--- src/rtl/clock_timer_pkg.sv ---
// Shared definitions for the clock timer: register map, time-of-day field
// limits and the bit layout of the packed TIME word. The HEX display stage
// imports the same package so both sides agree on field widths and ranges.
package clock_timer_pkg;

    // Register word addresses
    localparam int unsigned REG_TIME     = 0;
    localparam int unsigned REG_CTRL     = 1;
    localparam int unsigned REG_STATUS   = 2;
    localparam int unsigned REG_PRESCALE = 3;

    // Field limits (inclusive maxima)
    localparam logic [4:0] HOUR_MAX = 5'd23;
    localparam logic [5:0] MIN_MAX  = 6'd59;
    localparam logic [5:0] SEC_MAX  = 6'd59;

    // Bit offsets of each field inside the 32-bit TIME word
    localparam int unsigned SEC_LSB  = 0;
    localparam int unsigned MIN_LSB  = 8;
    localparam int unsigned HOUR_LSB = 16;

    // Time of day as three binary fields
    typedef struct packed {
        logic [4:0] hours;
        logic [5:0] minutes;
        logic [5:0] seconds;
    } tod_t;

    localparam tod_t TOD_ZERO = '{hours: 5'd0, minutes: 6'd0, seconds: 6'd0};

    // Pack a time of day into the TIME register layout, padding bits zero
    function automatic logic [31:0] pack_time(input tod_t t);
        logic [31:0] word;
        word = 32'h0000_0000;
        word[HOUR_LSB +: 5] = t.hours;
        word[MIN_LSB  +: 6] = t.minutes;
        word[SEC_LSB  +: 6] = t.seconds;
        return word;
    endfunction

    // True when every field lies inside its legal range
    function automatic logic tod_valid(input tod_t t);
        return (t.hours <= HOUR_MAX) && (t.minutes <= MIN_MAX) && (t.seconds <= SEC_MAX);
    endfunction

endpackage

--- src/rtl/clock_timer_tick_gen.sv ---
// Prescaler for the clock timer: divides clk down to one tick per second.
// The count is exposed so software can observe the sub-second phase.
module tick_gen #(
    parameter int unsigned CLK_FREQ_HZ = 50_000_000,
    parameter int unsigned CNT_W       = $clog2(CLK_FREQ_HZ)
) (
    input  logic             clk,
    input  logic             reset,
    input  logic             enable,
    input  logic             sync_clear,
    output logic             tick,
    output logic [CNT_W-1:0] count
);

    localparam logic [CNT_W-1:0] CNT_LAST = CNT_W'(CLK_FREQ_HZ - 1);
    localparam logic [CNT_W-1:0] CNT_ZERO = {CNT_W{1'b0}};
    localparam logic [CNT_W-1:0] CNT_ONE  = CNT_W'(1);

    logic [CNT_W-1:0] count_r;

    // Prescaler count: clear wins over counting, holds while disabled
    always_ff @(posedge clk) begin
        if (reset) begin
            count_r <= CNT_ZERO;
        end else if (sync_clear) begin
            count_r <= CNT_ZERO;
        end else if (enable) begin
            if (count_r == CNT_LAST) begin
                count_r <= CNT_ZERO;
            end else begin
                count_r <= count_r + CNT_ONE;
            end
        end
    end

    // Tick marks the final phase of each second while running
    assign tick  = enable && (count_r == CNT_LAST);
    assign count = count_r;

endmodule

--- src/rtl/clock_timer.sv ---
// Time-of-day clock with an Avalon-MM register interface. A prescaler
// produces one tick per second; the top cascades seconds/minutes/hours,
// flags each midnight rollover and serves TIME/CTRL/STATUS/PRESCALE.
module clock_timer
    import clock_timer_pkg::*;
#(
    parameter int unsigned CLK_FREQ_HZ = 50_000_000,
    parameter int unsigned DATA_WIDTH  = 32,
    parameter int unsigned ADDR_WIDTH  = 4
) (
    input  logic                  clk,
    input  logic                  reset,
    input  logic [ADDR_WIDTH-1:0] avs_address,
    input  logic                  avs_read,
    input  logic                  avs_write,
    input  logic [DATA_WIDTH-1:0] avs_writedata,
    output logic [DATA_WIDTH-1:0] avs_readdata,
    output logic                  avs_waitrequest,
    output logic [4:0]            hours,
    output logic [5:0]            minutes,
    output logic [5:0]            seconds,
    output logic                  sec_tick
);

    localparam int unsigned CNT_W = (CLK_FREQ_HZ > 1) ? $clog2(CLK_FREQ_HZ) : 1;

    localparam logic [ADDR_WIDTH-1:0] A_TIME     = ADDR_WIDTH'(REG_TIME);
    localparam logic [ADDR_WIDTH-1:0] A_CTRL     = ADDR_WIDTH'(REG_CTRL);
    localparam logic [ADDR_WIDTH-1:0] A_STATUS   = ADDR_WIDTH'(REG_STATUS);
    localparam logic [ADDR_WIDTH-1:0] A_PRESCALE = ADDR_WIDTH'(REG_PRESCALE);

    tod_t             time_r;
    logic             run_r;
    logic             midnight_r;
    logic             sec_tick_r;
    logic [DATA_WIDTH-1:0] readdata_r;

    logic [31:0]      wd32_s;
    tod_t             wr_tod_s;
    logic             load_time_s;
    logic             ctrl_wr_s;
    logic             clear_s;
    logic             status_w1c_s;
    logic             sync_clear_s;
    logic             tick_s;
    logic             adv_s;
    logic [CNT_W-1:0] count_s;
    tod_t             time_inc_s;
    logic             day_wrap_s;
    logic [31:0]      rd32_s;
    logic             unused_wd_s;

    // Write data viewed as the 32-bit register layout
    assign wd32_s   = 32'(avs_writedata);
    assign wr_tod_s = {wd32_s[HOUR_LSB +: 5], wd32_s[MIN_LSB +: 6], wd32_s[SEC_LSB +: 6]};
    assign unused_wd_s = ^{wd32_s[31:21], wd32_s[15:14], wd32_s[7:6]};

    // Bus write decode; a TIME write with any out-of-range field is dropped
    assign load_time_s  = avs_write && (avs_address == A_TIME) && tod_valid(wr_tod_s);
    assign ctrl_wr_s    = avs_write && (avs_address == A_CTRL);
    assign clear_s      = ctrl_wr_s && wd32_s[1];
    assign status_w1c_s = avs_write && (avs_address == A_STATUS) && wd32_s[0];

    // Software loads and clears restart the second and swallow a pending tick
    assign sync_clear_s = load_time_s || clear_s;
    assign adv_s        = tick_s && !sync_clear_s;

    tick_gen #(
        .CLK_FREQ_HZ (CLK_FREQ_HZ),
        .CNT_W       (CNT_W)
    ) u_tick_gen (
        .clk        (clk),
        .reset      (reset),
        .enable     (run_r),
        .sync_clear (sync_clear_s),
        .tick       (tick_s),
        .count      (count_s)
    );

    // Next time of day with seconds -> minutes -> hours carry and day wrap
    always_comb begin
        time_inc_s = time_r;
        day_wrap_s = 1'b0;
        if (time_r.seconds == SEC_MAX) begin
            time_inc_s.seconds = 6'd0;
            if (time_r.minutes == MIN_MAX) begin
                time_inc_s.minutes = 6'd0;
                if (time_r.hours == HOUR_MAX) begin
                    time_inc_s.hours = 5'd0;
                    day_wrap_s       = 1'b1;
                end else begin
                    time_inc_s.hours = time_r.hours + 5'd1;
                end
            end else begin
                time_inc_s.minutes = time_r.minutes + 6'd1;
            end
        end else begin
            time_inc_s.seconds = time_r.seconds + 6'd1;
        end
    end

    // Time-of-day registers and the seconds pulse that accompanies each advance
    always_ff @(posedge clk) begin
        if (reset) begin
            time_r     <= TOD_ZERO;
            sec_tick_r <= 1'b0;
        end else begin
            sec_tick_r <= adv_s;
            if (load_time_s) begin
                time_r <= wr_tod_s;
            end else if (clear_s) begin
                time_r <= TOD_ZERO;
            end else if (adv_s) begin
                time_r <= time_inc_s;
            end
        end
    end

    // Run enable and sticky midnight flag; a rollover beats a coincident clear
    always_ff @(posedge clk) begin
        if (reset) begin
            run_r      <= 1'b0;
            midnight_r <= 1'b0;
        end else begin
            if (ctrl_wr_s) begin
                run_r <= wd32_s[0];
            end
            if (adv_s && day_wrap_s) begin
                midnight_r <= 1'b1;
            end else if (status_w1c_s) begin
                midnight_r <= 1'b0;
            end
        end
    end

    // Read mux over current register state (pre-update values on collision)
    always_comb begin
        rd32_s = 32'h0000_0000;
        case (avs_address)
            A_TIME:     rd32_s = pack_time(time_r);
            A_CTRL:     rd32_s = {31'h0, run_r};
            A_STATUS:   rd32_s = {31'h0, midnight_r};
            A_PRESCALE: rd32_s = 32'(count_s);
            default:    rd32_s = 32'h0000_0000;
        endcase
    end

    // Read data register: captured on a read strobe, held otherwise
    always_ff @(posedge clk) begin
        if (reset) begin
            readdata_r <= {DATA_WIDTH{1'b0}};
        end else if (avs_read) begin
            readdata_r <= DATA_WIDTH'(rd32_s);
        end
    end

    assign avs_readdata    = readdata_r;
    assign avs_waitrequest = 1'b0;
    assign hours           = time_r.hours;
    assign minutes         = time_r.minutes;
    assign seconds         = time_r.seconds;
    assign sec_tick        = sec_tick_r;

endmodule

--- config.mk ---
export PLATFORM = sky130hd
export DESIGN_NAME = clock_timer
export DESIGN_NICKNAME = d
export VERILOG_FILES = /design/src/rtl/clock_timer_pkg.sv /design/src/rtl/clock_timer_tick_gen.sv /design/src/rtl/clock_timer.sv
export SDC_FILE = /design/constraint.sdc
export NUM_CORES = 1
export LEC_CHECK = 0
export CAP_MARGIN = 5
export CORE_MARGIN = 8
export CORE_UTILIZATION = 54
export DETAILED_ROUTE_END_ITERATION = 7
export DONT_BUFFER_PORTS = 1
export PLACE_DENSITY = 0.8
export SYNTH_ARGS = -nofsm -noshare
export SYNTH_HDL_FRONTEND = slang
export SYNTH_SLANG_ARGS = --single-unit
export TNS_END_PERCENT = 10
--- constraint.sdc ---
create_clock -name clk -period 6.3 [get_ports clk]
set_clock_uncertainty 0.2 [all_clocks]
set_input_delay 0 -clock clk [delete_from_list [all_inputs] [get_ports clk]]
set_output_delay 0 -clock clk [all_outputs]
set_load 0.02 [all_outputs]
==> results.py, run 1 <==
metrics = {
    "outcome": {
        "status": "finished, final reports clean",
    },
    "setup_path": {
        "crit_family": "simple AND/OR/NAND/NOR gates",
        "critPathLaunch": "avs_address[3]",
        "ff2ff_path_depth": 7,
        "regToRegStartpoint": "minutes[1]",
        "crit_slowest_cell": "and4_1",
        "cp.required_ns": 6.31,
        "end_kind": "flop",
        "crit_buf_inv": 1,
        "path_class": "primary input to flop",
        "cpPeakStageDelay_ns": 0.80,
        "path_cells": "dlygate4sd3_1 > nor4_4 > and4_1 > or2_1 > or3_1 > nor2_1",
        "rrSetupSlack_ns": 3.11,
        "worst-path-max-fanout": 24,
        "cp.arrival_ns": 3.54,
        "start_kind": "primary input",
        "timing.rr.end": "hours[2]",
    },
    "detailed_routing": {
        "drt-initial-drc-count": 294,
        "drt-wirelength-per-cell_um": 19.7,
        "drt_wl_total_um": 10600,
        "drc_errors": 0,
        "drt_pass1_iterations": 5,
        "via_count": 3447,
        "vias_per_cell": 6.40,
        "ant_nets": 0,
    },
    "timing": {
        "rsz0062_at_grt": "false",
        "maxSlewHeadroom_pct": 18.6,
        "drv_slew": 0,
        "setup-tns-final_ns": 0,
        "finalHoldViolCount": 0,
        "setup_viol": 0,
        "post-route-period-util_pct": 56.1,
        "fmax_mhz": 283,
        "holdWs_ns": 0.0133,
        "worst_pin_slew_ns": 1.22,
        "finalCriticalPeriod_ns": 3.53,
    },
    "job": {
        "cap_violations": 0,
    },
    "yosys": {
        "synth_edf_count": 0,
        "synth_cell_type_count": 59,
        "synth_async_sr_flop_share_pct": 0,
        "ys_seq_area_share_pct": 39.4,
        "yosys_most_used_dff": "dfxtp_1",
        "netlist_area_um2": 3660,
        "synth-seq-cells": 72,
        "netlist_instances": 436,
        "avgSynthCellArea_um2": 8.39,
        "ys_warn_count": 0,
    },
    "cells_and_area": {
        "fin_nets": 496,
        "fin_util_pct": 62.5,
        "area_growth_pct": 14.2,
        "post_route_cells_drive_above_1_share_pct": 5.03,
        "final_cells": 539,
    },
    "die": {
        "boundaryPins": 91,
        "initial_core_util_pct": 54.7,
        "rows": 30,
        "dieArea_um2": 9660,
        "die_h_um": 98.3,
        "core_um2": 6680,
        "die_x_um": 98.3,
    },
    "global_route": {
        "grt_overflow": 0,
        "grt_util_all_layers_pct": 21.6,
        "grt_pass1_vias": 3251,
        "grt_first_pass_wirelength_um": 17000,
        "grt_max_degree": 34,
        "antenna_found_initial": 2,
    },
    "placement": {
        "dp.cells": 490,
        "dp.final_hpwl_um": 7140,
        "portBuffers": 0,
        "gp_congestion": 0.877,
    },
    "power_and_ir_drop": {
        "power_uw": 971,
        "p_leak_nw": 1.42,
        "p_per_area_nw_per_um2": 233,
        "vdd_drop_max_mv": 0.176,
    },
    "cts": {
        "hold_buffers": 31,
        "insertion_delay_ns": 0.35,
        "post_cts_buffers": 0,
        "path_clk_slew_ns": 0.08,
        "cts_resized": 0,
        "htree_levels": 3,
        "clock_path_buffers": 2,
        "clock-root-buffer": "clkbuf_8",
        "cts_made_buffers": 9,
        "cts_sinks": 72,
        "cts_tree": "done",
    },
    "worst_hold_path": {
        "holdPathEnd": "avs_readdata[3]",
        "hold_depth": 4,
        "hold_start": "avs_address[1]",
        "min_path_type": "primary input to flop",
    },
}
==> synth_stat cells (all sizes together) (2+ instances only) <==
cell type / instances / area (um^2)
mux2i: 3 / 30.0
or3: 4 / 25.0
buf: 15 / 104
nand2: 40 / 150
o31ai: 7 / 52.6
o211ai: 3 / 22.5
or2: 3 / 18.8
o21ai: 10 / 50.1
and2: 5 / 31.3
nand2b: 2 / 12.5
nor3: 11 / 60.1
nand4b: 3 / 26.3
nor2: 55 / 206
nand3b: 2 / 15.0
xnor2: 16 / 140
ha: 4 / 50.1
dfxtp: 72 / 1440
a211oi: 3 / 22.5
a32oi: 4 / 35.0
clkbuf: 17 / 65.1
inv: 4 / 15.0
and4: 4 / 35.0
a211o: 2 / 17.5
nand4: 10 / 62.6
xor2: 11 / 96.3
nand3: 28 / 140
a22oi: 20 / 150
nor4: 8 / 71.3
a21oi: 24 / 120
and4b: 2 / 20.0
or4: 3 / 22.5
a2bb2oi: 16 / 140
and3: 8 / 55.1
==> worst register-to-register path, stage by stage (launching register included) <==
cell and delay, ns:
dfxtp_1 0.55, ha_1 0.28, nand2_1 0.09, or3_1 0.48
nor4_2 0.60, o22ai_1 0.18, a21oi_1 0.16, dlygate4sd3_1 0.59
==> cell type report <==
type / instances / area (um^2)
clock buffers: 9 / 124
diodes: 2 / 5.00
well taps: 80 / 100
repair buffers: 31 / 310
fillers: 577 / 2510
clock inverters: 7 / 125
multi-input cells: 333 / 2050
inverters: 5 / 18.8
flip-flops and latches: 72 / 1440
==> stage by stage <==
stage               setup WS [ns]  cell area [um^2]
CTS                          2.87              4170
floorplan                    4.16              3680
detailed placement           2.91              3610
global route                 2.54              4170
finish                       2.77              4170
global placement             2.94              3610
==> power breakdown <==
part           internal (mW)  switching (mW)  leakage, nW
combinational         0.0200          0.0292        0.712
sequential             0.457         0.00739        0.580
clock                  0.268           0.189        0.125
==> flip-flops by register name, summed over array words and instances, names as in the netlist <==
register / flops
u_tick_gen.count: 26
minutes: 6
midnight_r: 1
sec_tick: 1
hours: 5
run_r: 1
avs_readdata: 26
seconds: 6
==> layout by cell type (no fill, tap or decap), types with 5 or more instances in the layout <==
cell type,instances
dfxtp_1,72
nor4_1,6
nand2_1,40
nand4_1,10
a22oi_1,20
xor2_1,11
o31ai_1,7
nor3_1,10
a21oi_1,24
conb_1,7
xnor2_1,16
clkbuf_8,9
a2bb2oi_1,16
dlygate4sd3_1,31
o21ai_0,10
nand3_1,28
and3_1,7
nor2_1,55
and2_1,5
==> routing by layer <==
| layer | routed length [um] | up-vias | track usage, % | part of all wire, % |
|---|---|---|---|---|
| li1 | - | 1625 | - | - |
| met1 | 4170 | 1639 | 24.4 | 39 |
| met2 | 5210 | 158 | 36.3 | 49 |
| met3 | 934 | 25 | 6.97 | 8.8 |
| met4 | 327 | 0 | 9.09 | 3.1 |
| met5 | 0 | - | 0 | 0 |
==> cells by family after synthesis <==
| logic type | synth area share, % |
|---|---|
| simple gates | 27.0 |
| compound gates | 19.0 |
| flops | 39.4 |
| buf+inv | 5.13 |
| xor+xnor | 6.47 |
| fa+ha+maj | 1.37 |
| mux | 1.54 |
| other cells | 0.103 |
==> worst max-delay path by stage <==
stage | slack [ns] | depth (start not counted) | end
5_1_grt | 2.54 | 6 | u_tick_gen.count[5]
3_5_place_dp | 2.91 | 5 | u_tick_gen.count[19]
2_1_floorplan | 4.16 | 6 | hours[4]
4_1_cts | 2.87 | 6 | u_tick_gen.count[19]
6_report | 2.77 | 6 | u_tick_gen.count[19]
3_3_place_gp | 2.94 | 5 | u_tick_gen.count[17]
Note: power is estimated with default switching activity, not from simulation.
==> run 2: changes to the inputs <==
- clock period: 6.3 -> 3.4 ns (I/O delays scaled with it)
==> results.py, run 2 (synthesis gave the netlist of run 1 again) <==
metrics = {
    "die": {
        "initial_core_util_pct": 54.7,
        "boundaryPins": 91,
        "core_um2": 6680,
        "die_x_um": 98.3,
        "rows": 30,
        "die_h_um": 98.3,
        "dieArea_um2": 9660,
    },
    "cells_and_area": {
        "diodes": 0,
        "final-seq-area_um2": 1440,
        "final_common_cell": "dfxtp_1",
        "layout_common_cells": "dfxtp_1, nor2_1, nand2_1",
        "fin_util_pct": 61.8,
        "fin_nets": 498,
        "multiInputGateArea_um2": 2050,
        "post_route_cells_drive_above_1_share_pct": 5.88,
        "area_growth_pct": 13.0,
        "fillerInstances": 574,
    },
    "worst_hold_path": {
        "min_path_type": "primary input to flop",
        "hold_start": "avs_read",
    },
    "placement": {
        "portBuffers": 0,
        "gp_congestion": 0.878,
        "dp.final_hpwl_um": 7250,
        "pre_cts_slack_ns": 0.814,
    },
    "outcome": {
        "status": "finished, final reports clean",
    },
    "timing": {
        "drv_slew": 0,
        "maxSlewHeadroom_pct": 18.3,
        "setup_viol": 0,
        "holdWs_ns": 0.0556,
        "fmax_mhz": 310,
        "post-route-period-util_pct": 94.8,
        "final_critical_path_setup_slack_ns": 0.177,
        "setup-tns-final_ns": 0,
        "rsz0062_at_grt": "false",
        "finalHoldViolCount": 0,
        "worst_pin_slew_ns": 1.22,
        "finalCriticalPeriod_ns": 3.22,
    },
    "detailed_routing": {
        "drc_errors": 0,
        "drt_pass1_iterations": 6,
        "ant_nets": 0,
        "drt_wl_total_um": 10600,
        "drt-wirelength-per-cell_um": 19.7,
        "vias_per_cell": 6.45,
        "via_count": 3479,
        "drt-initial-drc-count": 284,
    },
    "global_route": {
        "grt_util_all_layers_pct": 22.1,
        "antenna_found_initial": 0,
        "grt_overflow": 0,
        "grt_pass1_vias": 3450,
        "grt_first_pass_wirelength_um": 17500,
        "grt_max_degree": 35,
    },
    "setup_path": {
        "path_class": "flop to flop",
        "end_kind": "flop",
        "worst-path-max-fanout": 6,
        "regToRegStartpoint": "minutes[0]",
        "cp.arrival_ns": 3.29,
        "cp.required_ns": 3.47,
        "critPathLaunch": "minutes[0]",
        "start_kind": "flop",
    },
    "power_and_ir_drop": {
        "p_per_area_nw_per_um2": 399,
        "p_leak_nw": 1.40,
        "power_mw": 1.65,
        "vdd_drop_max_mv": 0.305,
    },
    "cts": {
        "cts_resized": 0,
        "clock_path_buffers": 2,
        "cts_tree": "done",
        "htree_levels": 3,
        "post_cts_buffers": 0,
        "clock-root-buffer": "clkbuf_8",
        "path_clk_slew_ns": 0.09,
        "insertion_delay_ns": 0.36,
        "cts_made_buffers": 9,
        "cts_sinks": 72,
    },
    "job": {
        "cap_violations": 0,
    },
}
==> run 2: cell count changes in the layout (fill, tap and decap cells not counted), sizes merged <==
cell | previous run | this run
buf | 0 | 4
clkinvlp | 0 | 1
bufinv | 3 | 1
diode | 2 | 0
dlygate4sd3 | 31 | 29
clkinv | 2 | 4
inv | 7 | 6
==> run 2: layout make-up <==
cell class              instances  share of cell area, %
multi-input cells             333                   49.6
flip-flops and latches         72                   34.9
repair buffers                 33                   7.75
clock buffers                   9                   3.00
well taps                      80                   2.42
clock inverters                 7                   1.88
inverters                       5                  0.454
==> run 2: metrics by stage <==
stage / area, um^2 / instances
2_1_floorplan: 3680 / 442
3_3_place_gp: 3640 / 494
3_5_place_dp: 3640 / 494
4_1_cts: 4130 / 539
5_1_grt: 4130 / 539
6_report: 4130 / 539
==> run 2: worst paths after layout <==
kind                      endpoint  slack [ns]  cells past startpoint
setup reg to reg          hours[2]        0.18                      7
setup / recovery          hours[2]        0.18                      7
hold / removal    avs_readdata[16]        0.06                      3
hold reg to reg   avs_readdata[25]        0.32                      2
==> run 2: metal layers <==
metal  share of wire (%)  track usage, %  vias to the layer above  routed length [um]
li1                    -               -                     1625                   -
met1                  41            26.3                     1678                4300
met2                  49            35.7                      152                5170
met3                 7.9            6.83                       24                 834
met4                 2.8            10.0                        0                 299
met5                   0               0                        -                   0
==> run 2: repair_timing <==
action                                  4_1_cts  5_1_grt
endpoints found under the setup margin        0        0
hold endpoints to repair                     72        0
hold buffers                                 29        0
==> run 2: power by group <==
group | internal (mW) | switching [mW] | leakage (nW)
clock | 0.345 | 0.355 | 0.100
sequential | 0.846 | 0.0135 | 0.580
combinational | 0.0377 | 0.0522 | 0.721
total | 1.23 | 0.420 | 1.40
==> run 2: critical path, cell delays in order, from the launching register on <==
cell and delay (ns):
dfxtp_1 0.57, ha_1 0.28, nand2_1 0.10, or3_1 0.48
nor4_2 0.57, o22ai_1 0.19, dlygate4sd3_1 0.60, a21oi_1 0.14
==> run 3: changes to the inputs <==
- CAP_MARGIN: 5 -> 15
- RECOVER_POWER: default -> 50
==> results.py, run 3 (synthesis gave the netlist of run 1 again) <==
metrics = {
    "detailed_routing": {
        "via_count": 3490,
        "drt-initial-drc-count": 294,
        "drt_pass1_iterations": 5,
        "drt_wl_total_um": 10600,
        "vias_per_cell": 6.46,
        "ant_nets": 0,
        "drt-wirelength-per-cell_um": 19.6,
        "drc_errors": 0,
    },
    "cts": {
        "htree_levels": 3,
        "path_clk_slew_ns": 0.08,
        "cts_made_buffers": 9,
        "clock-root-buffer": "clkbuf_8",
        "hold_buffers": 29,
        "insertion_delay_ns": 0.36,
        "cts_tree": "done",
        "cts_sinks": 72,
        "cts_resized": 0,
        "post_cts_buffers": 0,
        "clock_path_buffers": 2,
    },
    "job": {
        "cap_violations": 0,
    },
    "setup_path": {
        "crit_family": "simple AND/OR/NAND/NOR gates",
        "crit_slowest_cell": "dlygate4sd3_1",
        "ff2ff_path_depth": 7,
        "cpPeakStageDelay_ns": 0.60,
        "cp.arrival_ns": 3.28,
        "path_class": "flop to flop",
        "rrSetupSlack_ns": 0.17,
        "regToRegStartpoint": "minutes[0]",
        "path_cells": "ha_1 > nand2_1 > or3_1 > nor4_2 > o211ai_1 > dlygate4sd3_1 > o211a_1",
        "timing.rr.end": "hours[4]",
        "crit_buf_inv": 1,
        "start_kind": "flop",
        "worst-path-max-fanout": 6,
        "worst-path-stages": 7,
        "critPathLaunch": "minutes[0]",
        "end_kind": "flop",
        "cp.required_ns": 3.45,
    },
    "timing": {
        "setup_viol": 0,
        "finalCriticalPeriod_ns": 3.23,
        "finalHoldViolCount": 0,
        "drv_slew": 0,
        "post-route-period-util_pct": 95.0,
        "fmax_mhz": 310,
        "rsz0062_at_grt": "false",
        "worst_pin_slew_ns": 0.913,
        "setup-tns-final_ns": 0,
        "maxSlewHeadroom_pct": 39.1,
    },
    "cells_and_area": {
        "final_common_cell": "dfxtp_1",
        "fillerInstances": 573,
        "fin_nets": 499,
        "area_growth_pct": 13.4,
        "layout_common_cells": "dfxtp_1, nor2_1, nand2_1",
        "diodes": 0,
        "post_route_cells_drive_above_1_share_pct": 6.09,
        "final_cells": 540,
    },
    "placement": {
        "gp_congestion": 0.878,
        "dp.cells": 494,
        "portBuffers": 0,
        "dp.final_hpwl_um": 7250,
    },
    "die": {
        "boundaryPins": 91,
        "dieArea_um2": 9660,
        "initial_core_util_pct": 54.7,
        "die_h_um": 98.3,
        "rows": 30,
        "die_x_um": 98.3,
        "core_um2": 6680,
    },
    "outcome": {
        "status": "finished, final reports clean",
    },
    "power_and_ir_drop": {
        "vdd_drop_max_mv": 0.304,
        "pwr-share-seq_pct": 52.2,
        "combPwrFrac_pct": 5.6,
        "p_per_area_nw_per_um2": 398,
        "intPower_mw": 1.23,
        "p_leak_nw": 1.41,
        "p_clk_share_pct": 42.3,
        "switching_share_pct": 25.4,
        "power.switching_uw": 418,
    },
    "global_route": {
        "grt_pass1_vias": 3450,
        "antenna_found_initial": 0,
        "grt_util_all_layers_pct": 22.1,
        "grt_first_pass_wirelength_um": 17500,
        "grt_max_degree": 35,
        "grt_overflow": 0,
    },
    "worst_hold_path": {
        "min_path_type": "primary input to flop",
        "hold_start": "avs_read",
        "hold_depth": 3,
        "holdPathEnd": "avs_readdata[16]",
    },
}
run 3: cell count changes in the layout (fill, tap and decap cells not counted), sizes merged:
cell | previous run | this run
buf | 4 | 5
run 3: worst max-delay path by stage:
stage | endpoint | slack [ns]
6_report | hours[4] | 0.17
5_1_grt | hours[2] | 0.04
4_1_cts | hours[4] | 0.27
3_5_place_dp | hours[1] | 0.81
3_3_place_gp | hours[1] | 0.87
2_1_floorplan | hours[4] | 1.26
run 3: worst reg2reg max path: stages (launching register included):
cell and delay [ns]:
dfxtp_1 0.57, ha_1 0.29, nand2_1 0.10, or3_1 0.49, nor4_2 0.58, o211ai_1 0.17, dlygate4sd3_1 0.60, o211a_1 0.13
run 3: cell type report:
type	count	area, um^2	area share, %
multi-input combinational	333	2050	49.4
sequential	72	1440	34.8
timing repair buffer	34	335	8.09
clock buffer	9	124	2.99
tap	80	100	2.41
clock inverter	7	77.6	1.87
inverter	5	18.8	0.453
run 3: power by group through the flow:
| stage | registers [mW] | clock network, mW | logic (mW) |
|---|---|---|---|
| 2_1_floorplan | 0.876 | 0 | 0.0636 |
| 3_3_place_gp | 0.880 | 0 | 0.0558 |
| 3_5_place_dp | 0.880 | 0 | 0.0572 |
| 4_1_cts | 0.860 | 0.702 | 0.0874 |
| 5_1_grt | 0.861 | 0.741 | 0.0986 |
| 6_report | 0.860 | 0.697 | 0.0918 |
run 3: metal layers:
layer	part of all wire (%)	global-route usage, %
met2	48	35.7
met3	9.4	6.83
met4	2.8	10.0
met1	39	26.3
met5	0	0
run 3: per-stage QoR:
| step | util [%] | hold WS [ns] | setup WS (ns) | power [mW] | cell area [um^2] |
|---|---|---|---|---|---|
| floorplan | - | -0.0914 | 1.26 | 0.940 | 3680 |
| global placement | 54.5 | -0.127 | 0.868 | 0.936 | 3640 |
| detailed placement | 54.5 | -0.124 | 0.814 | 0.937 | 3640 |
| CTS | 61.8 | 0.0226 | 0.270 | 1.65 | 4130 |
| global route | 62.1 | 0.0763 | 0.0435 | 1.70 | 4150 |
| finish | 62.1 | 0.0583 | 0.170 | 1.65 | 4150 |
